--- src/rtl/water_inlet_arbiter.sv ---
// Round-robin owner selection for one shared water-inlet valve, with hold quantum, dead-time and leak lockout.
// Optional per-requester usage counters: define WATER_ARB_USAGE_CNT_EN.
//
// state | meaning
// IDLE  | valve closed, arbitrating pending requests from the priority pointer
// GRANT | one machine owns the valve, hold counter running
// DEAD  | valve closed for DEADTIME cycles between owners
// FAULT | leak present, valve forced closed
module water_inlet_arbiter #(
  parameter int N_REQ    = 4,
  parameter int QUANTUM  = 1000,
  parameter int DEADTIME = 4,
  parameter int QW       = 16,
  localparam int IW      = $clog2(N_REQ)
) (
  input  logic             i_clk,
  input  logic             i_rst_n,
  input  logic [N_REQ-1:0] i_req,
  input  logic             i_leak,
  output logic [N_REQ-1:0] o_gnt,
  output logic [IW-1:0]    o_gnt_id,
  output logic             o_valve_open,
  output logic             o_busy,
  output logic             o_fault
`ifdef WATER_ARB_USAGE_CNT_EN
  ,
  input  logic [IW-1:0]    i_cnt_sel,
  output logic [15:0]      o_cnt
`endif
);

  localparam int DW = (DEADTIME > 2) ? $clog2(DEADTIME) : 1;
  localparam logic [QW-1:0] HOLD_LAST = QW'(QUANTUM - 1);
  localparam logic [DW-1:0] DEAD_LAST = DW'((DEADTIME > 0) ? DEADTIME - 1 : 0);

  typedef enum logic [1:0] {
    IDLE  = 2'd0,
    GRANT = 2'd1,
    DEAD  = 2'd2,
    FAULT = 2'd3
  } state_t;

  state_t        state;
  logic [IW-1:0] ptr;
  logic [QW-1:0] hold;
  logic [DW-1:0] dead;

  logic          sel_any;
  logic [IW-1:0] sel_idx;
  logic [IW-1:0] ptr_nxt;
  logic          owner_req;
  logic          others_req;
  logic          hold_last;
  logic          dead_last;

  // Walk downward so the request closest to the pointer overwrites the rest.
  always_comb begin
    sel_any = 1'b0;
    sel_idx = '0;
    for (int k = N_REQ - 1; k >= 0; k--) begin
      if (i_req[IW'((int'(ptr) + k) % N_REQ)]) begin
        sel_any = 1'b1;
        sel_idx = IW'((int'(ptr) + k) % N_REQ);
      end
    end
  end

  assign ptr_nxt    = (o_gnt_id == IW'(N_REQ - 1)) ? '0 : o_gnt_id + 1'b1;
  assign owner_req  = |(i_req & o_gnt);
  assign others_req = |(i_req & ~o_gnt);
  assign hold_last  = (hold == HOLD_LAST);
  assign dead_last  = (dead == DEAD_LAST);

  always_ff @(posedge i_clk or negedge i_rst_n) begin
    if (!i_rst_n) begin
      state    <= IDLE;
      ptr      <= '0;
      hold     <= '0;
      dead     <= '0;
      o_gnt    <= '0;
      o_gnt_id <= '0;
    end else if (i_leak) begin
      state    <= FAULT;
      hold     <= '0;
      dead     <= '0;
      o_gnt    <= '0;
      o_gnt_id <= '0;
    end else begin
      case (state)
        IDLE: begin
          if (sel_any) begin
            state    <= GRANT;
            hold     <= '0;
            o_gnt    <= N_REQ'(1) << sel_idx;
            o_gnt_id <= sel_idx;
          end
        end
        GRANT: begin
          if (!owner_req || (hold_last && others_req)) begin
            state    <= (DEADTIME == 0) ? IDLE : DEAD;
            ptr      <= ptr_nxt;
            hold     <= '0;
            dead     <= '0;
            o_gnt    <= '0;
            o_gnt_id <= '0;
          end else if (hold_last) begin
            hold <= '0;
          end else begin
            hold <= hold + 1'b1;
          end
        end
        DEAD: begin
          if (dead_last) begin
            state <= IDLE;
            dead  <= '0;
          end else begin
            dead <= dead + 1'b1;
          end
        end
        FAULT: begin
          state <= (DEADTIME == 0) ? IDLE : DEAD;
          dead  <= '0;
        end
        default: state <= IDLE;
      endcase
    end
  end

  assign o_valve_open = |o_gnt;
  assign o_busy       = (state != IDLE);
  assign o_fault      = (state == FAULT);

`ifdef WATER_ARB_USAGE_CNT_EN
  logic [15:0] use_cnt [N_REQ];

  always_ff @(posedge i_clk or negedge i_rst_n) begin
    if (!i_rst_n) begin
      for (int i = 0; i < N_REQ; i++) use_cnt[i] <= '0;
    end else begin
      for (int i = 0; i < N_REQ; i++) begin
        if (o_gnt[i] && (use_cnt[i] != 16'hFFFF)) use_cnt[i] <= use_cnt[i] + 16'd1;
      end
    end
  end

  assign o_cnt = (int'(i_cnt_sel) < N_REQ) ? use_cnt[i_cnt_sel] : 16'h0000;
`endif

endmodule

--- config.mk ---
export PLATFORM = sky130hd
export DESIGN_NAME = water_inlet_arbiter
export DESIGN_NICKNAME = d
export VERILOG_FILES = /design/src/rtl/water_inlet_arbiter.sv
export SDC_FILE = /design/constraint.sdc
export NUM_CORES = 1
export LEC_CHECK = 0
export ABC_AREA = 0
export CORE_MARGIN = 4
export CORE_UTILIZATION = 47
export DETAILED_ROUTE_END_ITERATION = 7
export GPL_ROUTABILITY_DRIVEN = 0
export PLACE_DENSITY = 0.69
export SLEW_MARGIN = 5
export SYNTH_ARGS = -nofsm -noshare
export SYNTH_HDL_FRONTEND = slang
export SYNTH_SLANG_ARGS = --single-unit
--- constraint.sdc ---
create_clock -name i_clk -period 3.2 [get_ports i_clk]
set_clock_uncertainty 0.2 [all_clocks]
set_input_delay 0.32 -clock i_clk [delete_from_list [all_inputs] [get_ports i_clk]]
set_output_delay 0.32 -clock i_clk [all_outputs]
set_load 0.1 [all_outputs]
==> results.txt <==
- The run finished with clean final reports.
* Count of pins on the block boundary: 16
* Register area: approximately 700 um2
- The worst setup path is of the register to register kind.
- Dividing the final minimum period by the clock period gives approximately 84%.
- Buffer and inverter count on the worst path: 0
- Largest net degree at the start of global routing: 29
- Detailed routing inserted a total of approximately 1500 vias.
* Final cell count without fillers: 244
- Static timing analysis puts the maximum clock frequency at between 300 and 400 MHz.
- The critical path goes through ha_1, nand4_1, nor4_4, nor2_1, o21ai_0, a31oi_1.
- The number of max-slew violations in the final report is 0.
- Register clock-pin slew on the reported worst setup and hold paths: approximately 0.15 ns
- Port buffering added 15 buffers.
- Number of buffers created by CTS: 3
- Dividing the detail-routed wire length by the instance count gives ~16 um.
* Synthesized instance count: 184
- The worst setup path is captured at a register.
- Peak supply drop: a little over 0.3 mV
* Via count of the first global-routing pass: 1462
- Max Buffers Root-to-Sink: 2
- Summed over all cells, the static leakage comes to about 0.83 nW.
- Number of hold violations in the final report: 0
* Number of filler cells placed in the layout: between 300 and 400
- In this run the remaining antenna-violating nets after routing total 0.
- Required time worst endpoint: roughly 3.3 ns
- Leaving out fill and tap cells, the most frequent cell in the layout is sky130_fd_sc_hd__dfrtp_1.
- Synthesis produced a netlist with a net count of slightly below 200.
- Diodes inserted: 0
* Mapped cell area: around 1700 um2
- The later pin in the worst-skew pair is clocked with a latency of approximately 0.33 ns.
* Setup WS post-layout: around 0.50 ns
- Tightest Hold Check Type: input pin to asynchronous set/reset pin
- The number of placed instances, taps included, is around 240.
- Setup violations, final: 0
* Worst slack at placement: 0.345 ns
* Area of the core: ~3400 um2
* Shortest period the worst path allows: approximately 2.7 ns
* XOR/XNOR Fraction of Synth Area: roughly 1.5%
- STA classifies the critical path startpoint as a register.
* Max-cap violations: 0
* Setup repair after global routing missed its margin: false
- CTS tree: done
- Worst Max-Slew Pin Slew: roughly 1.2 ns
- For this design, the CTS-stage hold fixing added 0 buffers.
- The multi-input combinational cells in the finished layout cover a total of a little under 1000 um2.
- The die is about 68 um wide.
- Post-CTS timing repair inserted 0 buffers for setup.
- For the worst setup path, the data arrival time is between 2 and 3 ns.
- Final total power: between 0.9 and 1 mW
* Floorplan die area: around 4700 um2
- The setup check on the worst reg-to-reg path leaves a slack of roughly 0.50 ns.
- Sum of negative setup slack: 0 ns
- The worst pin sits at a relative slew slack of approximately a fifth.
* Per-cell via count in the routed design: ~6
- For this run, the register share of the synthesized area comes to around two fifths.
- Critical-path top delay cell: sky130_fd_sc_hd__nor2_1
* Synth Area per Inst: 9.32 um2
- The Yosys step of the flow raised 0 warnings.
- Clock tree root driver cell: sky130_fd_sc_hd__clkbuf_4
- Before antenna repair, the detailed router went through 4 iterations.
- Area of all placed cells without fillers: 1910 um2
- Worst Path Max Fanout: 21
- Compared with the post-synthesis result, the final layout area differs by 11.5%.
- After synthesis the netlist holds a flip-flop and latch count of 28.
* FP Rows: 21
* Area after DPL: 1890 um2
* CTS HTree Levels: 1
- After Yosys synthesis, full adders, half adders and majority gates account for 5.11% of the synthesized area.
* Final wirelength: 3.80 mm
- In this design, the stage delay of the slowest critical-path cell is slightly above 0.9 ns.
- For this design the ratio of total power to cell area is between 400 and 500 nW/um2.
- Effective utilization at floorplan: 50.2%
- Die extent in y: a little under 70 um
- Count of routing violations after the opening detailed-route iteration: about 190
- Kind of cell adding the most delay to the critical path: simple AND/OR/NAND/NOR gates
- Number of design rule violations left after detail routing: 0
- In this run, distinct cell masters in the synthesized netlist total 47.
* Antenna violations before repair: 0
* Largest family of logic cells by synthesized area: simple AND/OR/NAND/NOR gates
- Global router's overall resource usage: a little under a fifth
- Summing the areas of all and, or, nand and nor instances in the mapped netlist gives around a quarter of the synthesized area.
- Measured against the total synthesized area, the mux share comes to 1.31%.
- Once the clock tree was built, the resizer swapped 0 gates to a different size.
- In the final design database the tool counted approximately 210 nets.
* HPWL reported at the end of detailed placement: 2.84 mm
- Fraction of the mapped netlist area in compound gates: between 20% and 30%
- Leftover overflow at the end of global routing: 0
- First-pass GRT wire length: between 6 and 7 mm
- Counting every sink on the clock net gives 28.
- Proportion of layout cells with a drive suffix above 1: between 10% and 20%
- Most used cells in the layout excluding fill and tap cells: 28 x sky130_fd_sc_hd__dfrtp_1, 15 x sky130_fd_sc_hd__nand2_1, 14 x sky130_fd_sc_hd__nor2_1, 12 x sky130_fd_sc_hd__buf_4
==> synthesized netlist by cell type (all sizes together) <==
library cell / n / area share [%]
or2: 3 / 1.2
dfrtp: 28 / 41
or4: 3 / 1.5
nor2: 14 / 3.1
a21oi: 12 / 3.7
o21a: 1 / 0.44
and3: 3 / 1.2
nand2: 15 / 3.3
o2bb2ai: 2 / 1.0
ha: 7 / 5.1
o31ai: 1 / 0.44
nor3: 1 / 0.29
a41oi: 4 / 2.0
xnor2: 3 / 1.5
a211oi: 1 / 0.44
or3: 5 / 2.0
o21ai: 6 / 1.8
nand2b: 8 / 2.9
mux2: 2 / 1.3
a211o: 2 / 1.2
o2111ai: 1 / 0.51
nor2b: 2 / 0.73
nand3: 8 / 2.3
or4bb: 1 / 0.66
or3b: 1 / 0.51
a22o: 6 / 3.1
buf: 2 / 0.88
o211ai: 1 / 0.44
o22ai: 2 / 0.73
inv: 4 / 0.88
nor4: 7 / 3.4
and3b: 1 / 0.51
nor4b: 2 / 1.0
clkbuf: 5 / 1.1
nand4: 4 / 1.5
a21o: 4 / 1.9
o21bai: 1 / 0.44
a31oi: 11 / 4.0
==> per-layer routing <==
| metal | global-route usage [%] | vias up | wire length, um |
|---|---|---|---|
| li1 | - | 726 | - |
| met4 | 6.20 | 0 | 62 |
| met5 | 0 | - | 0 |
| met3 | 4.11 | 8 | 124 |
| met2 | 30.2 | 34 | 1920 |
| met1 | 22.8 | 717 | 1690 |
==> area by class of cell <==
type	count	share of cell area [%]
Sequential cell	28	36.7
Timing Repair Buffer	18	7.86
Clock buffer	3	1.18
Inverter	4	0.786
Multi-Input combinational cell	145	50.5
Tap cell	46	3.01
==> power by group <==
group          switching (mW)  leakage [nW]  internal (mW)
clock network           0.103        0.0138         0.0441
logic                   0.244         0.435          0.108
registers              0.0316         0.379          0.381
==> kinds of logic (layout without fill, tap and decap cells) <==
group                      Yosys count  after routing
xor gates and xnor gates             3              3
adders and majority gates            7              7
and+or+nand+nor                     78             78
muxes                                2              2
AOI/OAI and AO/OA                   55             55
DFF                                 28             28
buffers and inverters               11             25
==> state kept, by name, summed over array words and instances, names as in the netlist <==
register,count
hold,16
o_gnt,4
dead,2
o_gnt_id,2
ptr,2
state,2
==> worst register-to-register path, stage by stage (launching register included) <==
cell                      delay, ns
sky130_fd_sc_hd__dfrtp_1       0.43
sky130_fd_sc_hd__ha_1          0.28
sky130_fd_sc_hd__nand4_1       0.23
sky130_fd_sc_hd__nor4_4        0.11
sky130_fd_sc_hd__nor2_1        0.91
sky130_fd_sc_hd__o21ai_0       0.24
sky130_fd_sc_hd__a31oi_1       0.22
==> metrics by stage <==
stage                     hold WS, ns  util [%]
after CTS                       0.156      55.9
after global placement          0.299      55.3
final                           0.142      55.9
after detailed placement        0.305      55.3
after floorplan                -0.176         -
after global routing            0.156      55.9
==> final timing paths <==
kind                            startpoint           to  depth (start not counted)
min in group i_clk                 hold[0]      hold[0]                          1
worst max-delay path               hold[0]     hold[14]                          6
worst max register to register     hold[0]     hold[14]                          6
worst min register to register     hold[0]      hold[0]                          1
worst min-delay path               i_rst_n      hold[3]                          2
max in group asynchronous          i_rst_n  o_gnt_id[0]                          2
Power figures use the tool's default switching activity.
